### config.mk
export PLATFORM = sky130hd
export DESIGN_NAME = i2c_pcf_lcd_target
export DESIGN_NICKNAME = d
export VERILOG_FILES = /design/src/rtl/i2c_pcf_pkg.sv /design/src/rtl/i2c_pcf_lcd_target_dec.sv /design/src/rtl/i2c_pcf_lcd_target.sv
export SDC_FILE = /design/constraint.sdc
export NUM_CORES = 1
export LEC_CHECK = 0
export CAP_MARGIN = 20
export CORE_ASPECT_RATIO = 1.2
export CORE_MARGIN = 3
export CORE_UTILIZATION = 30
export CTS_CLUSTER_SIZE = 8
export DETAILED_ROUTE_END_ITERATION = 16
export SLEW_MARGIN = 20
export SYNTH_ARGS = -nofsm -noshare
export SYNTH_HDL_FRONTEND = slang
export SYNTH_SLANG_ARGS = --single-unit
export TNS_END_PERCENT = 30
### constraint.sdc
create_clock -name clk -period 3.78 [get_ports clk]
set_clock_uncertainty 0.1 [all_clocks]
set_input_delay 0.378 -clock clk [delete_from_list [all_inputs] [get_ports clk]]
set_output_delay 0.378 -clock clk [all_outputs]
set_load 0.005 [all_outputs]
### src/rtl/i2c_pcf_pkg.sv
// rtl/i2c_pcf_pkg.sv - shared types and constants for the PCF8574T LCD backpack target
package i2c_pcf_pkg;

  typedef enum logic [2:0] {
    ST_IDLE,
    ST_ADDR,
    ST_ACK_A,
    ST_DATA,
    ST_ACK_D,
    ST_IGNORE
  } i2c_state_e;

  localparam int unsigned PCF_RS    = 0;
  localparam int unsigned PCF_RW    = 1;
  localparam int unsigned PCF_E     = 2;
  localparam int unsigned PCF_BL    = 3;
  localparam int unsigned PCF_D_LSB = 4;

  localparam logic [3:0] FS_4BIT_NIB = 4'h2;

endpackage

### src/rtl/i2c_pcf_lcd_target_dec.sv
// rtl/i2c_pcf_lcd_target_dec.sv - HD44780 4-bit bus decoder watching the expander port
// Emits whole bytes on E falling edges; switches to nibble pairing after a 4-bit function set.
module hd44780_nibble_dec
  import i2c_pcf_pkg::*;
#(
  parameter logic E_RST = 1'b1
) (
  input  logic       clk,
  input  logic       rstb,
  input  logic [7:0] port_q,
  input  logic       port_stb,
  output logic       lcd_valid,
  output logic [7:0] lcd_byte,
  output logic       lcd_rs,
  output logic       lcd_4bit
);

  logic       e_q, e_d;
  logic       mode4_q, mode4_d;
  logic       half_q, half_d;
  logic [3:0] hi_nib_q, hi_nib_d;
  logic       hi_rs_q, hi_rs_d;
  logic       valid_q, valid_d;
  logic [7:0] byte_q, byte_d;
  logic       rs_q, rs_d;

  logic       e_fall;
  logic [3:0] nib;
  logic       rs_new;
  logic       unused_bits;

  assign e_fall      = port_stb & e_q & ~port_q[PCF_E];
  assign nib         = port_q[PCF_D_LSB +: 4];
  assign rs_new      = port_q[PCF_RS];
  assign unused_bits = ^{port_q[PCF_RW], port_q[PCF_BL]};

  always_comb begin
    e_d      = e_q;
    mode4_d  = mode4_q;
    half_d   = half_q;
    hi_nib_d = hi_nib_q;
    hi_rs_d  = hi_rs_q;
    valid_d  = 1'b0;
    byte_d   = byte_q;
    rs_d     = rs_q;
    if (port_stb) begin
      e_d = port_q[PCF_E];
    end
    if (e_fall) begin
      if (!mode4_q) begin
        valid_d = 1'b1;
        byte_d  = {nib, 4'h0};
        rs_d    = rs_new;
        if (nib == FS_4BIT_NIB && !rs_new) begin
          mode4_d = 1'b1;
          half_d  = 1'b0;
        end
      end else if (!half_q) begin
        hi_nib_d = nib;
        hi_rs_d  = rs_new;
        half_d   = 1'b1;
      end else begin
        valid_d = 1'b1;
        byte_d  = {hi_nib_q, nib};
        rs_d    = hi_rs_q;
        half_d  = 1'b0;
      end
    end
  end

  always_ff @(posedge clk or negedge rstb) begin
    if (!rstb) begin
      e_q      <= E_RST;
      mode4_q  <= 1'b0;
      half_q   <= 1'b0;
      hi_nib_q <= 4'h0;
      hi_rs_q  <= 1'b0;
      valid_q  <= 1'b0;
      byte_q   <= 8'h00;
      rs_q     <= 1'b0;
    end else begin
      e_q      <= e_d;
      mode4_q  <= mode4_d;
      half_q   <= half_d;
      hi_nib_q <= hi_nib_d;
      hi_rs_q  <= hi_rs_d;
      valid_q  <= valid_d;
      byte_q   <= byte_d;
      rs_q     <= rs_d;
    end
  end

  assign lcd_valid = valid_q;
  assign lcd_byte  = byte_q;
  assign lcd_rs    = rs_q;
  assign lcd_4bit  = mode4_q;

endmodule

### src/rtl/i2c_pcf_lcd_target.sv
// rtl/i2c_pcf_lcd_target.sv - oversampled I2C write-only target driving a PCF8574 port
// Reads are NACKed; every ACKed data byte lands on port_q at the end of its ACK slot.
module i2c_pcf_lcd_target
  import i2c_pcf_pkg::*;
#(
  parameter logic [6:0] DEV_ADDR    = 7'h27,
  parameter int         SYNC_STAGES = 2,
  parameter logic [7:0] PORT_RST    = 8'hFF
) (
  input  logic       clk,
  input  logic       rstb,
  input  logic       scl_i,
  input  logic       sda_i,
  output logic       sda_oe,
  output logic [7:0] port_q,
  output logic       port_stb,
  output logic       lcd_valid,
  output logic [7:0] lcd_byte,
  output logic       lcd_rs,
  output logic       lcd_4bit,
  output logic [7:0] nack_cnt
);

  logic [SYNC_STAGES-1:0] scl_sync_q, sda_sync_q;
  logic                   scl_prev_q, sda_prev_q;
  logic                   scl_s, sda_s;
  logic                   scl_rise, scl_fall, start_det, stop_det;

  i2c_state_e state_q, state_d;
  logic [2:0] cnt_q, cnt_d;
  logic [7:0] shift_q, shift_d;
  logic       oe_q, oe_d;
  logic [7:0] port_d;
  logic       stb_q, stb_d;
  logic [7:0] nack_q, nack_d;

  // Sync flops reset to the idle-bus level so release of rstb cannot fake an edge
  always_ff @(posedge clk or negedge rstb) begin
    if (!rstb) begin
      scl_sync_q <= '1;
      sda_sync_q <= '1;
      scl_prev_q <= 1'b1;
      sda_prev_q <= 1'b1;
    end else begin
      scl_sync_q <= {scl_sync_q[SYNC_STAGES-2:0], scl_i};
      sda_sync_q <= {sda_sync_q[SYNC_STAGES-2:0], sda_i};
      scl_prev_q <= scl_s;
      sda_prev_q <= sda_s;
    end
  end

  assign scl_s     = scl_sync_q[SYNC_STAGES-1];
  assign sda_s     = sda_sync_q[SYNC_STAGES-1];
  assign scl_rise  = scl_s & ~scl_prev_q;
  assign scl_fall  = ~scl_s & scl_prev_q;
  assign start_det = scl_s & scl_prev_q & sda_prev_q & ~sda_s;
  assign stop_det  = scl_s & scl_prev_q & ~sda_prev_q & sda_s;

  always_comb begin
    state_d = state_q;
    cnt_d   = cnt_q;
    shift_d = shift_q;
    oe_d    = oe_q;
    port_d  = port_q;
    stb_d   = 1'b0;
    nack_d  = nack_q;
    if (stop_det) begin
      state_d = ST_IDLE;
      oe_d    = 1'b0;
    end else if (start_det) begin
      state_d = ST_ADDR;
      cnt_d   = 3'd0;
      oe_d    = 1'b0;
    end else begin
      case (state_q)
        ST_ADDR, ST_DATA: begin
          if (scl_rise) begin
            shift_d = {shift_q[6:0], sda_s};
            cnt_d   = cnt_q + 3'd1;
            if (cnt_q == 3'd7) begin
              if (state_q == ST_DATA) begin
                state_d = ST_ACK_D;
              end else if (shift_d[7:1] == DEV_ADDR && !shift_d[0]) begin
                state_d = ST_ACK_A;
              end else begin
                state_d = ST_IGNORE;
                if (nack_q != 8'hFF) nack_d = nack_q + 8'd1;
              end
            end
          end
        end
        // First fall opens the ACK slot, second fall (9th clock) closes it
        ST_ACK_A, ST_ACK_D: begin
          if (scl_fall) begin
            if (!oe_q) begin
              oe_d = 1'b1;
            end else begin
              oe_d    = 1'b0;
              state_d = ST_DATA;
              cnt_d   = 3'd0;
              if (state_q == ST_ACK_D) begin
                port_d = shift_q;
                stb_d  = 1'b1;
              end
            end
          end
        end
        default: ;
      endcase
    end
  end

  always_ff @(posedge clk or negedge rstb) begin
    if (!rstb) begin
      state_q <= ST_IDLE;
      cnt_q   <= 3'd0;
      shift_q <= 8'h00;
      oe_q    <= 1'b0;
      port_q  <= PORT_RST;
      stb_q   <= 1'b0;
      nack_q  <= 8'h00;
    end else begin
      state_q <= state_d;
      cnt_q   <= cnt_d;
      shift_q <= shift_d;
      oe_q    <= oe_d;
      port_q  <= port_d;
      stb_q   <= stb_d;
      nack_q  <= nack_d;
    end
  end

  assign sda_oe   = oe_q;
  assign port_stb = stb_q;
  assign nack_cnt = nack_q;

  hd44780_nibble_dec #(
    .E_RST(PORT_RST[PCF_E])
  ) u_dec (
    .clk      (clk),
    .rstb     (rstb),
    .port_q   (port_q),
    .port_stb (stb_q),
    .lcd_valid(lcd_valid),
    .lcd_byte (lcd_byte),
    .lcd_rs   (lcd_rs),
    .lcd_4bit (lcd_4bit)
  );

endmodule

==> results.cfg, run 1 <==
[finish]
nets = 245
drive_gt1_share_pct = 14.23
final_common_cell = dfrtp_1
mostFrequentLayoutCells = dfrtp_1, clkdlybuf4s50_1, mux2_1
fin_cells = 331
area_delta_synth_final_pct = 20.12
num_antenna_cells = 0

[cts]
clk_latency_ns = 0.31
clk_pin_slew_ns = 0.10
cts_sinks = 56
ctsResizeCount = 0
numCtsBuffers = 5
post_cts_buffers = 0
cts_max_level = 2
cts_root_buf = clkbuf_8
tritoncts = yes
cts_buffer_depth = 2
holdBufCountCts = 0

[yosys]
ys_ff_latch = 56
yosysSeqAreaShare_pct = 57.38
synthDistinctLibCells = 43
synth_top_area_share_pct = 41.46
synthesis.area_um2 = 2475
async_reset_ff_share_pct = 100.0
syn_avg_cell_area_um2 = 12.07
synth.area.top_cells = dfrtp_1, dfstp_2, mux2_1, mux2i_1, xor2_1
syn-instance-count = 205
ys.flop_type = dfrtp_1
synth_warnings = 0
syn-num-nets = 212
synth.largest_area_cell = dfrtp_1
synth-edff-count = 0

[status]
status = completed

[worst_setup_path]
crit_type = reg2out
crit_fanout = 14
cp-end-kind = output port
crit_chain = clkdlybuf4s50_1
critPathMaxStageDelay_ns = 0.71
critPathBufInv = 1
crit_slowest_cell = dfrtp_1
rrSetupSlack_ns = 1.91
arrival_ns = 1.63
required_ns = 3.30
critPathLaunchType = flip-flop
critPathTopFamily = flip-flops

[grt]
grt_first_pass_wirelength_mm = 7.438
grt_pass1_vias = 1573
grt_overflow = 0
antenna_found_initial = 0
grt_max_degree = 43
grt_usage_pct = 9.871

[power]
max-vdd-ir-drop_uv = 158.5
p_per_area_nw_per_um2 = 437.6
power.leakage_nw = 1.317

[routing]
wirelength_mm = 4.269
vias_per_cell = 4.834
route.vias.total = 1600
drtIter0Drc = 45
final_antenna_net_count = 0
first_pass_iters = 4
drc = 0
wire_per_inst_um = 12.90

[timing]
fin_tns_setup_ns = 0
setup_viol = 0
worst_slack_ns = 1.667
worst_pin_slew_ns = 0.9254
fin_crit_ns = 2.113
relSlewSlack_pct = 38.31
hold_violations = 0
period_share_pct = 55.89
maxSlewViolCount = 0
rsz0062_at_grt = no
max_freq_ghz = 0.4733

[placement]
place_ws_ns = 1.786
port_buffers = 32
gp_congestion = 0.8019
placed_cells = 323
dpl.hpwl_mm = 3.015

[floorplan]
core_area_um2 = 7839
io_pins = 33
die_y_um = 105.5
rows = 35
start_util_pct = 31.57
die_w_um = 88.92
die_area_um2 = 9380

[min_path]
hp-class = in2async

[job]
maxCapViolCount = 0
## routing by layer
| layer | part of all wire (%) | track usage (%) | vias up |
|---|---|---|---|
| met5 | 0 | 0 | - |
| met4 | 1.3 | 2.916 | 0 |
| met3 | 4.7 | 2.737 | 5 |
| met2 | 47 | 15.66 | 27 |
| met1 | 47 | 12.99 | 778 |
| li1 | - | - | 790 |
## final cells by class
class                   count  area (um^2)
fillers                   755         4866
flip-flops and latches     56         1420
multi-input cells         130        984.7
repair buffers             33        322.8
well taps                  92        115.1
clock buffers               6        72.57
inverters                  12        45.04
clock inverters             2        12.51
## power breakdown
group	internal [mW]	switching, mW	leakage (nW)
Combinational	0.121	0.100	0.574
Sequential	0.684	0.0810	0.701
Clock	0.130	0.185	0.0412
## final timing paths
path                                       startpoint                             to  depth (start not counted)
setup / recovery           u_dec.lcd_4bit$_DFFE_PN0P_                       lcd_4bit                          1
hold / removal                                   rstb  u_dec.lcd_byte[7]$_DFFE_PN0P_                          1
setup reg to reg               state_q[2]$_DFFE_PN0P_         state_q[0]$_DFFE_PN0P_                          4
hold reg to reg               scl_sync_q[0]$_DFF_PN1_        scl_sync_q[1]$_DFF_PN1_                          0
max in group asynchronous                        rstb           scl_prev_q$_DFF_PN1_                          2
min in group clk              scl_sync_q[0]$_DFF_PN1_        scl_sync_q[1]$_DFF_PN1_                          0
## cells by family after synthesis
group | after synthesis | synth area share [%]
and+or+nand+nor | 57 | 12.74
DFF | 56 | 57.38
muxes | 31 | 13.75
AOI/OAI and AO/OA | 30 | 8.291
buffers and inverters | 19 | 3.134
xor gates and xnor gates | 9 | 3.185
adders and majority gates | 3 | 1.517
## metrics by stage
stage | hold WS [ns] | cell area, um^2 | utilization [%] | power (mW)
floorplan | -0.01759 | 2475 | - | 0.9157
global placement | 0.2460 | 2880 | 36.74 | 0.9979
detailed placement | 0.2472 | 2880 | 36.74 | 1.003
CTS | 0.1282 | 2965 | 37.83 | 1.327
global route | 0.1531 | 2973 | 37.93 | 1.399
finish | 0.09593 | 2973 | 37.93 | 1.301
## registers in the layout (all words and copies together) (netlist names), 2 cells and up
name	flops
sda_sync_q	2
port_q	8
state_q	3
u_dec.lcd_byte	8
cnt_q	3
nack_cnt	8
scl_sync_q	2
u_dec.hi_nib_q	4
shift_q	8
## cell usage after synthesis, drive strengths merged (2+ instances only)
| library cell | number |
|---|---|
| dfstp | 15 |
| mux2 | 24 |
| nand3 | 9 |
| mux2i | 7 |
| nor3b | 2 |
| nor2 | 9 |
| dfrtp | 41 |
| xnor2 | 2 |
| nor3 | 4 |
| ha | 3 |
| nand2 | 12 |
| inv | 12 |
| buf | 4 |
| nor4 | 5 |
| a21oi | 8 |
| nand4bb | 2 |
| clkbuf | 3 |
| nand2b | 2 |
| and3 | 2 |
| nor2b | 2 |
| o21ai | 10 |
| xor2 | 7 |
| nand3b | 2 |
| a21o | 5 |
(Power assumes the default switching activity.)
==> inputs of run 2 (changes only) <==
Clock period 3.78 ns to 2.15 ns, I/O delays scaled along.
==> run 2 against run 1 <==
Net effect:
- clock-buffer cell count rose by 1
- cell count rose by 1.2%
- highest routed layer unchanged
- clock power rose by 89%
- hold slack improved by 0.11 ns
- sequential cell count did not move
- worst setup slack got worse by 1.4 ns
- first-iteration DRC count rose by 84%
- combinational power rose by 81%
==> results.cfg, run 2 (synthesized netlist as in run 1, its figures left out) <==
[routing]
wire_per_inst_um = 13.18
wirelength_mm = 4.416
final_antenna_net_count = 0
drtIter0Drc = 83
first_pass_iters = 4
drc = 0
vias_per_cell = 4.890
route.vias.total = 1638

[power]
p_per_area_nw_per_um2 = 774.4
power.leakage_nw = 1.344
max-vdd-ir-drop_uv = 301.0
total_power_mw = 2.338

[grt]
use_met3_pct = 2.424
busiest_layer = met2
grt_max_degree = 37
grt_usage_pct = 10.16
met1_usage_pct = 13.41
grt_use_met2_pct = 16.03
antenna_found_initial = 0
grt_first_pass_wirelength_mm = 7.659
grt_overflow = 0
grt_pass1_vias = 1611

[finish]
nets = 249
fin_cells = 335
fin_area_um2 = 3019
drive_gt1_share_pct = 15.23
num_antenna_cells = 0
area_delta_synth_final_pct = 21.99
final_util_pct = 38.52
final_common_cell = dfrtp_1
mostFrequentLayoutCells = dfrtp_1, clkdlybuf4s50_1, mux2_1

[placement]
place_area_um2 = 2915
gp_congestion = 0.8081
dpl.hpwl_mm = 3.179
place_ws_ns = 0.2674
port_buffers = 32
placed_cells = 326

[worst_setup_path]
timing.rr.start = scl_sync_q[1]$_DFF_PN1_
path_depth = 3
crit_chain = nor2b_1 -> and2_1 -> mux2_1
reg2regPathDepth = 3
crit_slowest_cell = dfstp_2
arrival_ns = 1.99
critPathTopFamily = simple AND/OR/NAND/NOR gates
critPathBufInv = 0
crit_type = reg2reg
crit_fanout = 10
critPathMaxStageDelay_ns = 0.62
cp-end-kind = flip-flop
rrSetupSlack_ns = 0.25
critPathLaunchType = flip-flop
reg2reg_to = shift_q[5]$_DFFE_PN0P_
required_ns = 2.24

[cts]
cts_root_buf = clkbuf_8
post_cts_buffers = 0
clk_latency_ns = 0.30
cts_sinks = 56
tritoncts = yes
cts_buffer_depth = 2
numCtsBuffers = 5
cts_max_level = 2
clk_pin_slew_ns = 0.09

[timing]
worst_slack_ns = 0.2547
period_share_pct = 88.15
whs_ns = 0.2075
fin_tns_setup_ns = 0
worst_pin_slew_ns = 0.5048
hold_violations = 0
relSlewSlack_pct = 66.04
setup_viol = 0
maxSlewViolCount = 0
rsz0062_at_grt = no
max_freq_ghz = 0.5276
fin_crit_ns = 1.895

[floorplan]
start_util_pct = 31.57
rows = 35
core_area_um2 = 7839
die_area_um2 = 9380
die_w_um = 88.92
io_pins = 33
die_y_um = 105.5

[status]
status = completed

[min_path]
hp-class = in2reg
min_to = sda_sync_q[0]$_DFF_PN1_
worstHoldStart = sda_i
holdPathStages = 1

[job]
maxCapViolCount = 0
run 2: cell count changes in the layout (fill, tap and decap cells not counted), sizes merged:
cell / before / now
buf: 2 / 5
clkbuf: 6 / 7
clkinv: 1 / 0
dlygate4sd3: 0 / 1
run 2: layout make-up:
cell class              instances  area (um^2)
clock buffers                   7        86.33
repair buffers                 37        367.9
clock inverters                 1        7.507
inverters                      12        45.04
flip-flops and latches         56         1420
well taps                      92        115.1
fillers                       754         4820
multi-input cells             130        977.2
run 2: worst max-delay path by stage:
stage | start | to
4_1_cts | scl_sync_q[1]$_DFF_PN1_ | shift_q[3]$_DFFE_PN0P_
5_1_grt | state_q[2]$_DFFE_PN0P_ | state_q[0]$_DFFE_PN0P_
6_report | scl_sync_q[1]$_DFF_PN1_ | shift_q[5]$_DFFE_PN0P_
3_5_place_dp | scl_sync_q[1]$_DFF_PN1_ | shift_q[3]$_DFFE_PN0P_
2_1_floorplan | scl_sync_q[1]$_DFF_PN1_ | nack_cnt[1]$_DFFE_PN0P_
3_3_place_gp | scl_sync_q[1]$_DFF_PN1_ | shift_q[5]$_DFFE_PN0P_
run 2: report_power, final:
part           switching, mW  leakage (nW)  internal [mW]
sequential             0.141         0.701           1.20
combinational          0.184         0.598          0.217
clock                  0.331        0.0445          0.263
total                  0.656          1.34           1.68
run 2: timing repair:
| item | CTS | global route |
|---|---|---|
| resized for setup | 0 | 0 |
| hold buffers | 1 | 0 |
| hold endpoints to repair | 20 | 0 |
run 2: layer usage:
metal	wire length (um)	part of all wire, %
met3	211	4.8
met5	0	0
met1	2028	46
met2	2084	47
met4	90	2.0
